**src/rtl/whack_defs.sv**
```systemverilog
// ============================================================================
// Module      : whack_defs (package)
// Description : Definitions shared by the whack-a-mole blocks. It holds the
//               judge state encodings, the default hole count and hit-window
//               length, and the score width used by the score counter.
// Revision    : 1.0 - initial release
// ============================================================================
`default_nettype none

package whack_defs;

    // Judge FSM state encodings
    localparam logic [1:0] MJ_IDLE    = 2'd0;
    localparam logic [1:0] MJ_ACTIVE  = 2'd1;
    localparam logic [1:0] MJ_RELEASE = 2'd2;

    // Game defaults
    localparam int DEF_NUM_HOLES     = 4;
    localparam int DEF_WINDOW_CYCLES = 100000000;

    // Width of the score counter fed by increment/decrement
    localparam int SCORE_W = 8;

endpackage : whack_defs

`default_nettype wire

```
**src/rtl/mole_judge_rise_detect.sv**
```systemverilog
// ============================================================================
// Module      : mole_judge_rise_detect
// Description : Parameterised rising-edge detector. It registers the input
//               levels every cycle and flags each bit that goes from 0 to 1.
//               The same block serves the start/reset buttons.
// Ports       : clk    - system clock
//               reset  - asynchronous, active-high reset (clears history)
//               level  - synchronised input levels
//               rise   - level & ~previous level (combinational)
// Revision    : 1.0 - initial release
// ============================================================================
`default_nettype none

module mole_judge_rise_detect #(
    parameter int WIDTH = 1
) (
    input  logic             clk,
    input  logic             reset,
    input  logic [WIDTH-1:0] level,
    output logic [WIDTH-1:0] rise
);

    logic [WIDTH-1:0] r_prev;

    always_ff @(posedge clk or posedge reset) begin
        if (reset) begin
            r_prev <= '0;
        end else begin
            r_prev <= level;
        end
    end

    assign rise = level & ~r_prev;

endmodule : mole_judge_rise_detect

`default_nettype wire

```
**src/rtl/mole_judge.sv**
```systemverilog
// ============================================================================
// Module      : mole_judge
// Description : Whack-a-mole judge. It accepts a new mole position, lights
//               the matching LED and opens a timed hit window. Button presses
//               are then judged and turned into one-cycle increment or
//               decrement pulses for the score counter.
//               Optional macro MOLE_JUDGE_IDLE_PENALTY_EN: a button rise
//               while idle produces a decrement, unless a mole is accepted in
//               that same cycle.
// Ports       : clk        - system clock
//               reset      - asynchronous, active-high reset
//               mole_valid - one-cycle request for a new mole at mole_pos
//               mole_pos   - hole index of the new mole
//               btn        - debounced, synchronised button levels
//               mole_ready - high while idle (a new mole is accepted)
//               mole_led   - one-hot lit mole, 0 when there is no mole
//               increment  - one-cycle hit pulse
//               decrement  - one-cycle penalty pulse
// Revision    : 1.0 - initial release
// ============================================================================
`default_nettype none

module mole_judge
    import whack_defs::*;
#(
    parameter int NUM_HOLES     = DEF_NUM_HOLES,
    parameter int HOLE_W        = 2,
    parameter int WINDOW_CYCLES = DEF_WINDOW_CYCLES,
    parameter int TIMER_W       = 27
) (
    input  logic                 clk,
    input  logic                 reset,
    input  logic                 mole_valid,
    input  logic [HOLE_W-1:0]    mole_pos,
    input  logic [NUM_HOLES-1:0] btn,
    output logic                 mole_ready,
    output logic [NUM_HOLES-1:0] mole_led,
    output logic                 increment,
    output logic                 decrement
);

    localparam logic [TIMER_W-1:0]   c_timer_load = TIMER_W'(WINDOW_CYCLES - 1);
    localparam logic [TIMER_W-1:0]   c_timer_one  = TIMER_W'(1);
    localparam logic [HOLE_W:0]      c_num_holes  = (HOLE_W + 1)'(NUM_HOLES);
    localparam logic [NUM_HOLES-1:0] c_one_hot0   = NUM_HOLES'(1);

    logic [1:0]           r_state;
    logic [1:0]           w_state_nxt;
    logic [TIMER_W-1:0]   r_timer;
    logic [TIMER_W-1:0]   w_timer_nxt;
    logic [HOLE_W-1:0]    r_pos;
    logic [HOLE_W-1:0]    w_pos_nxt;
    logic [NUM_HOLES-1:0] r_led;
    logic [NUM_HOLES-1:0] w_led_nxt;
    logic                 r_inc;
    logic                 w_inc_nxt;
    logic                 r_dec;
    logic                 w_dec_nxt;

    logic [NUM_HOLES-1:0] w_rise;
    logic [NUM_HOLES-1:0] w_target;
    logic                 w_mole_ok;
    logic                 w_any_wrong;
    logic                 w_hit;
    logic                 w_timeout;

    // ------------------------------------------------------------------------
    // Button edge detection (history is kept in every state)
    // ------------------------------------------------------------------------
    mole_judge_rise_detect #(
        .WIDTH (NUM_HOLES)
    ) u_rise_detect (
        .clk   (clk),
        .reset (reset),
        .level (btn),
        .rise  (w_rise)
    );

    // ------------------------------------------------------------------------
    // Decision terms
    // ------------------------------------------------------------------------
    // Positions beyond the last hole are not valid moles; the zero-extended
    // compare also covers HOLE_W wider than strictly needed.
    assign w_mole_ok   = mole_valid && ({1'b0, mole_pos} < c_num_holes);
    assign w_target    = c_one_hot0 << r_pos;
    // Any rise off-target loses, even alongside a correct rise (anti-mash).
    assign w_any_wrong = |(w_rise & ~w_target);
    assign w_hit       = |(w_rise & w_target);
    assign w_timeout   = (r_timer == '0);

    // ------------------------------------------------------------------------
    // State register (with the registered outputs)
    // ------------------------------------------------------------------------
    always_ff @(posedge clk or posedge reset) begin
        if (reset) begin
            r_state <= MJ_IDLE;
            r_timer <= '0;
            r_pos   <= '0;
            r_led   <= '0;
            r_inc   <= 1'b0;
            r_dec   <= 1'b0;
        end else begin
            r_state <= w_state_nxt;
            r_timer <= w_timer_nxt;
            r_pos   <= w_pos_nxt;
            r_led   <= w_led_nxt;
            r_inc   <= w_inc_nxt;
            r_dec   <= w_dec_nxt;
        end
    end

    // ------------------------------------------------------------------------
    // Next-state logic
    // ------------------------------------------------------------------------
    always_comb begin
        w_state_nxt = r_state;
        w_timer_nxt = r_timer;
        w_pos_nxt   = r_pos;
        case (r_state)
            MJ_IDLE: begin
                if (w_mole_ok) begin
                    w_state_nxt = MJ_ACTIVE;
                    w_timer_nxt = c_timer_load;
                    w_pos_nxt   = mole_pos;
                end
            end
            MJ_ACTIVE: begin
                // A press of either kind ends the window, so a correct rise
                // on the timer==0 cycle still counts as a hit.
                if (w_any_wrong || w_hit) begin
                    w_state_nxt = MJ_RELEASE;
                    w_timer_nxt = '0;
                end else if (w_timeout) begin
                    w_state_nxt = MJ_IDLE;
                end else begin
                    w_timer_nxt = r_timer - c_timer_one;
                end
            end
            MJ_RELEASE: begin
                if (btn == '0) begin
                    w_state_nxt = MJ_IDLE;
                end
            end
            default: begin
                w_state_nxt = MJ_IDLE;
                w_timer_nxt = '0;
            end
        endcase
    end

    // ------------------------------------------------------------------------
    // Output logic: mole_ready directly, the rest as next values of the
    // output registers so every pulse lands one cycle after its decision.
    // ------------------------------------------------------------------------
    always_comb begin
        mole_ready = (r_state == MJ_IDLE);
        w_led_nxt  = '0;
        w_inc_nxt  = 1'b0;
        w_dec_nxt  = 1'b0;
        case (r_state)
            MJ_IDLE: begin
                if (w_mole_ok) begin
                    w_led_nxt = c_one_hot0 << mole_pos;
                end
`ifdef MOLE_JUDGE_IDLE_PENALTY_EN
                else if (|w_rise) begin
                    w_dec_nxt = 1'b1;
                end
`endif
            end
            MJ_ACTIVE: begin
                if (w_any_wrong) begin
                    w_dec_nxt = 1'b1;
                end else if (w_hit) begin
                    w_inc_nxt = 1'b1;
                end else if (w_timeout) begin
                    w_dec_nxt = 1'b1;
                end else begin
                    w_led_nxt = r_led;
                end
            end
            default: begin
                w_led_nxt = '0;
            end
        endcase
    end

    assign mole_led  = r_led;
    assign increment = r_inc;
    assign decrement = r_dec;

endmodule : mole_judge

`default_nettype wire

```
**config.mk**
```make
export PLATFORM = sky130hd
export DESIGN_NAME = mole_judge
export DESIGN_NICKNAME = d
export VERILOG_FILES = /design/src/rtl/whack_defs.sv /design/src/rtl/mole_judge_rise_detect.sv /design/src/rtl/mole_judge.sv
export SDC_FILE = /design/constraint.sdc
export NUM_CORES = 1
export LEC_CHECK = 0
export CORE_MARGIN = 2
export CORE_UTILIZATION = 53
export CTS_CLUSTER_SIZE = 10
export DETAILED_ROUTE_END_ITERATION = 12
export PLACE_DENSITY = 0.75
export SYNTH_ARGS = -nofsm -noshare
export SYNTH_HDL_FRONTEND = slang
export SYNTH_SLANG_ARGS = --single-unit
```
**constraint.sdc**
```tcl
create_clock -name clk -period 2.17 [get_ports clk]
set_clock_uncertainty 0.05 [all_clocks]
set_input_delay 0.5425 -clock clk [delete_from_list [all_inputs] [get_ports clk]]
set_output_delay 0.5425 -clock clk [all_outputs]
set_load 0.01 [all_outputs]
```
==> impl_metrics.yaml <==
global_routing:
  grt-ovfl-total: 0
  grt_pass1_vias: 2699
  antenna_found_initial: 0
  grtUsageTotal_pct: 33.0
  grt_pass1_wl_microns: 13500
  grt_max_degree: 42
finish:
  multi_input_area_sq_um: 1670
  final_nets: 374
  final_cell_area_sq_um: 3800
  antennaDiodeCount: 0
  mostFrequentLayoutCells: "buf_4, dfrtp_1, nand2_1"
  post-route-util_pct: 81.6
  final_common_cell: "buf_4"
  area_growth_pct: 50.7
  regArea_sq_um: 1030
  fill_cells: 265
  post_route_cells_drive_above_1_share_pct: 42.6
power_and_ir_drop:
  intPower_mw: 2.77
  peakVddDrop_uv: 798
  pwr-share-comb_pct: 62.3
  powerDensity_nw_per_um2: 1280
  clock_power_share_pct: 11.0
  power.switching_mw: 2.09
  pwr-share-seq_pct: 26.8
  p_leak_nw: 1.63
  p_sw_share_pct: 43.0
routing:
  wl_microns: 8580
  drtAntennaViolNets: 0
  drc: 0
  viasPerCell: 6.69
  post_drt_wl_per_cell_microns: 20.5
  num_vias: 2798
  drtIter0Drc: 282
  drtPass1Iterations: 5
setup_path:
  start_kind: "flip-flop"
  crit_path_end_kind: "flip-flop"
  r2r_end: "r_timer[26]"
  arrival_ps: 2410
  crit_chain: "or4_4, nor4_4, o211ai_2, or4_1, a32o_1"
  critPathMaxFanout: 5
  timing.rr.start: "r_timer[5]"
  crit_path_max_incr_delay_ps: 590
  endpoint: "r_timer[26]"
  r2r_slack_ps: -80
  slowest_stage: "or4_4"
  crit_required_ps: 2330
  reg2reg_depth: 5
  cp-startpoint: "r_timer[5]"
  critPathKind: "reg2reg"
synthesis:
  synth-seq-cells: 41
  synth_area_sq_um: 2520
  ys_types: 60
  synthArstFlopShare_pct: 100
  yosys_warnings: 0
  synth_nets: 271
  synth_flop_cell: "dfrtp_1"
  avgSynthCellArea_sq_um: 9.70
  synth_edf_count: 0
  synth_cells: 260
  seq_area_frac_synth_pct: 40.7
floorplanning:
  die_h_microns: 73.0
  io_pins: 16
  die_w_microns: 73.0
  fp.coreArea_sq_um: 4660
  num_rows: 25
  initial_utilization_pct: 54.1
  die_area_sq_um: 5330
timing:
  hold_viol: 0
  finalCritPeriodShare_pct: 104
  rsz0062_at_grt: "yes"
  fin_ws_ps: -84.4
  setup_viol: 15
  finalMaxSlewViolations: 0
  worst_slew_pin_slew_ps: 533
  min_period_ps: 2250
  clock.fmax_ghz: 0.444
  slew_headroom_pct: 64.5
  tns_ps: -461
place:
  dp_hpwl_microns: 5280
  placed_area_sq_um: 3260
  gp_congestion: 0.893
  io_buffers: 15
cts:
  insertion_delay_ps: 310
  cts_buffers: 5
  cts.clk_slew.worst_paths_ps: 90
  htree_levels: 2
  cts_root_buf: "clkbuf_8"
  cts_tree: "done"
  cts_buffer_depth: 2
  cts_sinks: 41
min_path:
  hold_class: "in2reg"
outcome:
  violations: "negative setup slack"
  status: "finished, violations left"
run:
  drv_cap: 0
cell families (layout without fill, tap and decap cells):
logic type / count (synthesis) / in the layout / synth area share, %
adder cells (fa/ha/maj): 2 / 2 / 0.992
flip-flops: 41 / 41 / 40.7
multiplexers: 6 / 6 / 2.93
AND/OR/NAND/NOR: 101 / 101 / 24.6
AO/OA/AOI/OAI: 89 / 89 / 27.3
buffers and inverters: 21 / 125 / 3.47
per-layer routing:
layer | up-vias | track usage [%] | wire length, microns
met5 | - | 0 | 0
met4 | 0 | 12.1 | 170
met3 | 20 | 4.97 | 517
met2 | 132 | 54.3 | 4320
met1 | 1408 | 44.1 | 3580
li1 | 1238 | - | -
worst max-delay path: cells and delay by family (launching register included):
family	cells	cell delay [ps]
flops	1	380
simple gates	3	1300
compound gates	2	430
cell usage after synthesis, types with 2 or more instances:
library cell	number	share of area, %
a2111oi_2	3	1.8
a21o_1	7	2.1
a21oi_1	8	1.6
a22o_1	9	3.1
a32o_1	6	2.4
and2_1	2	0.50
and4_1	2	0.69
buf_2	4	0.79
clkbuf_1	7	1.0
dfrtp_1	41	41
ha_1	2	0.99
inv_1	9	1.3
mux2i_1	4	1.6
nand2_1	20	3.0
nand2b_1	5	1.2
nand3_1	5	0.99
nand3b_1	3	0.89
nand4_1	3	0.74
nand4b_1	2	0.69
nor2_1	13	1.9
nor2b_1	4	0.99
nor3_1	7	1.4
nor3_4	2	1.3
nor3b_1	4	1.2
nor4_1	8	2.0
o2111ai_1	2	0.69
o211ai_1	2	0.60
o21ai_0	18	3.6
o221ai_1	4	1.4
o22ai_1	5	1.2
o31a_1	3	1.0
o31ai_1	5	1.5
o41ai_1	2	0.69
or3_1	7	1.7
or3b_2	2	0.69
or4_1	6	1.8
power groups by stage:
stage	Clock (mW)	Combinational [mW]	Sequential (mW)
floorplan	0	1.29	1.28
global placement	0	2.37	1.23
detailed placement	0	2.42	1.24
CTS	0.534	2.71	1.26
global route	0.571	3.22	1.33
finish	0.533	3.03	1.30
timing repair:
action,CTS,global route
pin swaps,12,16
resized for setup,36,33
cloned,1,0
endpoints found under the setup margin,31,28
hold buffers,0,0
setup buffers,12,7
registers in the layout, indices dropped and copies added, names as in the netlist:
register	cells
r_state	2
increment	1
mole_led	4
u_rise_detect.r_prev	4
r_timer	27
decrement	1
r_pos	2
layout make-up:
class | count | area share, %
Clock buffer | 5 | 1.81
Clock inverter | 3 | 0.592
Inverter | 9 | 0.888
Multi-Input combinational cell | 198 | 44.0
Sequential cell | 41 | 27.0
Tap cell | 54 | 1.78
Timing Repair Buffer | 108 | 23.9
worst min-delay path by stage:
stage | to | cells past startpoint | slack [ps] | from
after floorplan | r_timer[7] | 1 | 450 | r_timer[7]
after global placement | mole_led[0] | 1 | 420 | mole_led[0]
after detailed placement | mole_led[0] | 1 | 420 | mole_led[0]
after CTS | mole_led[0] | 1 | 440 | mole_led[0]
after global routing | u_rise_detect.r_prev[3] | 1 | 340 | btn[3]
final | u_rise_detect.r_prev[3] | 1 | 340 | btn[3]
through the flow:
stage | power, mW | hold slack (ps) | setup WS (ps) | std cells
final | 4.86 | 336 | -84.4 | 418
after global routing | 5.12 | 341 | -133 | 418
after CTS | 4.50 | 441 | -72.4 | 411
after detailed placement | 3.66 | 420 | -712 | 390
after global placement | 3.60 | 415 | -668 | 390
after floorplan | 2.57 | 447 | -141 | 260
(Power assumes the default switching activity.)
==> RTL edit 1: new RTL, same settings <==
The package constant `DEF_NUM_HOLES` goes from 4 to 2.
--- a/src/rtl/whack_defs.sv
+++ b/src/rtl/whack_defs.sv
@@ -17,3 +17,3 @@
     // Game defaults
-    localparam int DEF_NUM_HOLES     = 4;
+    localparam int DEF_NUM_HOLES     = 2;
     localparam int DEF_WINDOW_CYCLES = 100000000;
Ports: changed (resized btn and mole_led); port bits go from 16 to 12. No check against the original RTL was run, so the function may have changed too.
==> RTL edit 1 against the original RTL <==
The flow still finishes with violations (setup timing); area after synthesis decreased by 17%; sequential power decreased by 11%; routed wire length decreased by 29%; synthesized cell count decreased by 14%; worst setup slack improved by 0.074 ns; total power decreased by 24%; fmax increased by 3.4%; sequential cell count decreased by 4; design area decreased by 23%; first-iteration DRC count decreased by 48%; critical endpoint is now r_timer[18].
==> RTL edit 1: results (changes against the original RTL) <==
* Place WS at -0.290 ns (was -0.712 ns)
* Sw frac at 0.391 (was 0.430)
* Met1 usage at 0.347 (was 0.441)
* TAP cells at 48 (was 54)
* Final setup viols at 1 (was 15)
* Vias in the first global route at 2115 (was 2699)
* Clk tree area frac at 0.0458 (was 0.0240)
* Final setup margin at -0.0104 ns (was -0.0844 ns)
* M3 GR Usage at 0.0743 (was 0.0497)
* Slew @ Worst Pin at 0.462 ns (was 0.533 ns)
* Sequential share of cell area at 0.318 (was 0.270)
* Peak VDD IR at 0.791 mV (was 0.798 mV)
* First-pass GRT wire length at 9680 um (was 13500 um)
* Non-clk bufs at 71 (was 108)
* Multi-input combinational area share at 0.403 (was 0.440)
* Cell area after placement at 2660 sq um (was 3260 sq um)
* Min-Delay Path Depth at 2 (was 1)
* Status: finished with violations (unchanged)
* Hold_sp: mole_led[0] (was btn[3])
* Routed wire length per instance at 17.9 um (was 20.5 um)
* Layout cells sized above 1 at 0.323 (was 0.426)
* Post-synthesis sequential area ratio at 0.441 (was 0.407)
* P_leak at 0.00124 uW (was 0.00163 uW)
* Fin Hold WS at 0.443 ns (was 0.336 ns)
* Hold worst-path end: mole_led[0] (was u_rise_detect.r_prev[3])
* Postcts setup bufs at 0 (was 12)
* PortBufs at 11 (was 15)
* Critical-path top delay cell: dfrtp_1 (was or4_4)
* Largest net degree at the start of global routing at 38 (was 42)
* Post-synth cell types at 50 (was 60)
* Failing checks: setup timing (unchanged)
* Detail Placement HPWL at 4060 um (was 5280 um)
* Signal inverters at 6 (was 9)
* Filler instances at 250 (was 265)
## RTL edit 1: changes by cell type in the layout (fill, tap and decap cells not counted), moves of 6 or more
cell / unedited run / this run
dfrtp_1: 41 / 35
nand2_1: 18 / 9
o22ai_1: 4 / 10
o21ai_0: 16 / 8
buf_4: 81 / 57
o2bb2ai_1: 1 / 12
nor3_1: 4 / 13
a21oi_1: 7 / 17
buf_6: 9 / 0
nor2_1: 10 / 17
a22o_1: 9 / 1
## RTL edit 1: cell families after synthesis
logic type      Yosys count  synth area share
simple gates             86             0.245
compound gates           77             0.247
flops                    37             0.441
buf+inv                  17            0.0387
xor+xnor                  3            0.0125
mux                       2           0.00954
fa+ha+maj                 1           0.00596
## RTL edit 1: worst max path at each step
stage	cells after the start	endpoint	startpoint
CTS	7	r_timer[0]	r_timer[13]
finish	9	r_timer[18]	r_timer[0]
global placement	8	r_timer[1]	btn[1]
detailed placement	6	r_timer[10]	mole_valid
floorplan	9	r_timer[2]	r_timer[0]
global route	9	r_timer[18]	r_timer[0]
==> RTL edit 2: new RTL, same settings <==
Without the edit above. Register the output `mole_led` once more, without a reset; this adds one clock of latency there. The other outputs are not delayed to match.
--- a/src/rtl/mole_judge.sv
+++ b/src/rtl/mole_judge.sv
@@ -187,3 +187,5 @@
 
-    assign mole_led  = r_led;
+    always_ff @(posedge clk) begin
+        mole_led <= r_led;
+    end
     assign increment = r_inc;
Formal check against the unedited RTL: not equivalent (a bounded check fails within 4 cycles, from zero or initial values and one cycle with reset high).
==> RTL edit 2 against the original RTL <==
The flow still finishes with violations (setup timing); sequential share of layout area grew 6.2 points; design area is 12% lower; worst setup slack worse by 0.22 ns; routed wire length fell by 24%; sequential cell count up 4; area after synthesis shrank 7.3%; total power is 13% lower; first-iteration DRC count fell by 25%; highest routed layer unchanged.
==> RTL edit 2: results (changes against the original RTL) <==
* P_leak at 0.00146 uW (was 0.00163 uW)
* Detail Placement HPWL at 4340 um (was 5280 um)
* Final cell count without fillers at 378 (was 418)
* Final setup viols at 30 (was 15)
* Area contributors post-synth: dfrtp_1 (44%), o21ai_0 (4.5%), dfxtp_1 (3.4%) (was dfrtp_1 (41%), o21ai_0 (3.6%), a22o_1 (3.1%))
* Initial DRC count at 211 (was 282)
* Drt pass-1 iters at 4 (was 5)
* Hold_sp: r_led[3] (was btn[3])
* First-pass GRT wire length at 10600 um (was 13500 um)
* Status: finished with violations (unchanged)
* Syn Area/Cell at 9.35 sq um (was 9.70 sq um)
* Post-synthesis sequential area ratio at 0.473 (was 0.407)
* Net Count, Synth at 261 (was 271)
* Slew @ Worst Pin at 0.534 ns (was 0.533 ns)
* Share of the synthesized area in the top cell type at 0.439 (was 0.407)
* Routed wire length per instance at 17.3 um (was 20.5 um)
* Data arrival, critical path at 2.61 ns (was 2.41 ns)
* Asr flop ratio synth at 0.911 (was 1.00)
* Peak VDD IR at 0.769 mV (was 0.798 mV)
* NumNets Final at 336 (was 374)
* GR Util All Layers at 0.274 (was 0.330)
* Filler instances at 286 (was 265)
* Failing checks: setup timing (unchanged)
* Crit path largest cell delay at 0.55 ns (was 0.59 ns)
* Final setup margin at -0.308 ns (was -0.0844 ns)
* Min-Delay Path Class: reg2reg (was in2reg)
* Top cells by count, synth: dfrtp_1 (41), o21ai_0 (21), nand2_1 (20), nor2_1 (20), a21oi_1 (15) (was dfrtp_1 (41), nand2_1 (20), o21ai_0 (18))
* Placed cell count at 361 (was 390)
* Layout cells sized above 1 at 0.374 (was 0.426)
-- RTL edit 2: cell types whose count changed in the layout (fill, tap and decap cells not counted), sizes merged, moves of 5 or more --
cell / delta
a21o: -5
or2: +5
a21oi: +7
nor2: +7
buf: -26
-- RTL edit 2: stage by stage --
stage	cell area (sq um)	total power, uW	util
global placement	2970	3130	0.692
global route	3330	4470	0.776
CTS	3200	4030	0.746
finish	3330	4210	0.776
detailed placement	2970	3190	0.692
floorplan	2410	2450	-
-- RTL edit 2: path summary, 6_finish.rpt --
check / slack, ns / depth (start not counted) / end
setup / recovery: -0.31 / 6 / r_timer[25]
hold / removal: 0.32 / 0 / mole_led[3]
setup reg to reg: -0.31 / 6 / r_timer[25]
hold reg to reg: 0.32 / 0 / mole_led[3]
max in group asynchronous: 1.07 / 3 / r_timer[0]
min in group asynchronous: 0.62 / 3 / r_state[1]
-- RTL edit 2: cell families (layout without fill, tap and decap cells) --
kind of cell               count (synthesis)  in the layout  synth area share
and+or+nand+nor                           99            100             0.233
AOI/OAI and AO/OA                         79             79             0.228
DFF                                       45             45             0.473
buffers and inverters                     21             96            0.0342
xor gates and xnor gates                   3              3            0.0112
adders and majority gates                  2              2            0.0107
muxes                                      1              1           0.00963
-- RTL edit 2: area by class of cell --
cell class / count / share of cell area
inverters: 10 / 0.0113
clock buffers: 6 / 0.0248
repair buffers: 78 / 0.190
flip-flops and latches: 45 / 0.332
multi-input cells: 185 / 0.411
well taps: 52 / 0.0195
clock inverters: 2 / 0.0113
-- RTL edit 2: what timing repair did --
action | CTS | global route
pin swaps | 20 | 19
resized for setup | 46 | 26
setup buffers | 3 | 4
hold buffers | 0 | 0
hold endpoints to repair | 0 | 0
setup endpoints to repair | 33 | 27
cloned | 2 | 0
-- RTL edit 2: worst reg2reg max path: cells and delay by family (launching register included) --
family / cells / cell delay, ns
simple gates: 4 / 1.52
flops: 1 / 0.39
compound gates: 1 / 0.26
buf+inv: 1 / 0.14
-- RTL edit 2: power by group through the flow --
stage | Clock [uW] | Combinational [uW] | Sequential [uW]
after detailed placement | 0 | 1860 | 1330
final | 677 | 2200 | 1330
after CTS | 682 | 2040 | 1310
after floorplan | 0 | 1130 | 1320
after global routing | 716 | 2390 | 1360
after global placement | 0 | 1810 | 1320
-- RTL edit 2: layer usage --
layer | GRT usage | share of wire
met1 | 0.380 | 0.44
met2 | 0.427 | 0.48
met3 | 0.0505 | 0.055
met4 | 0.105 | 0.027
met5 | 0 | 0
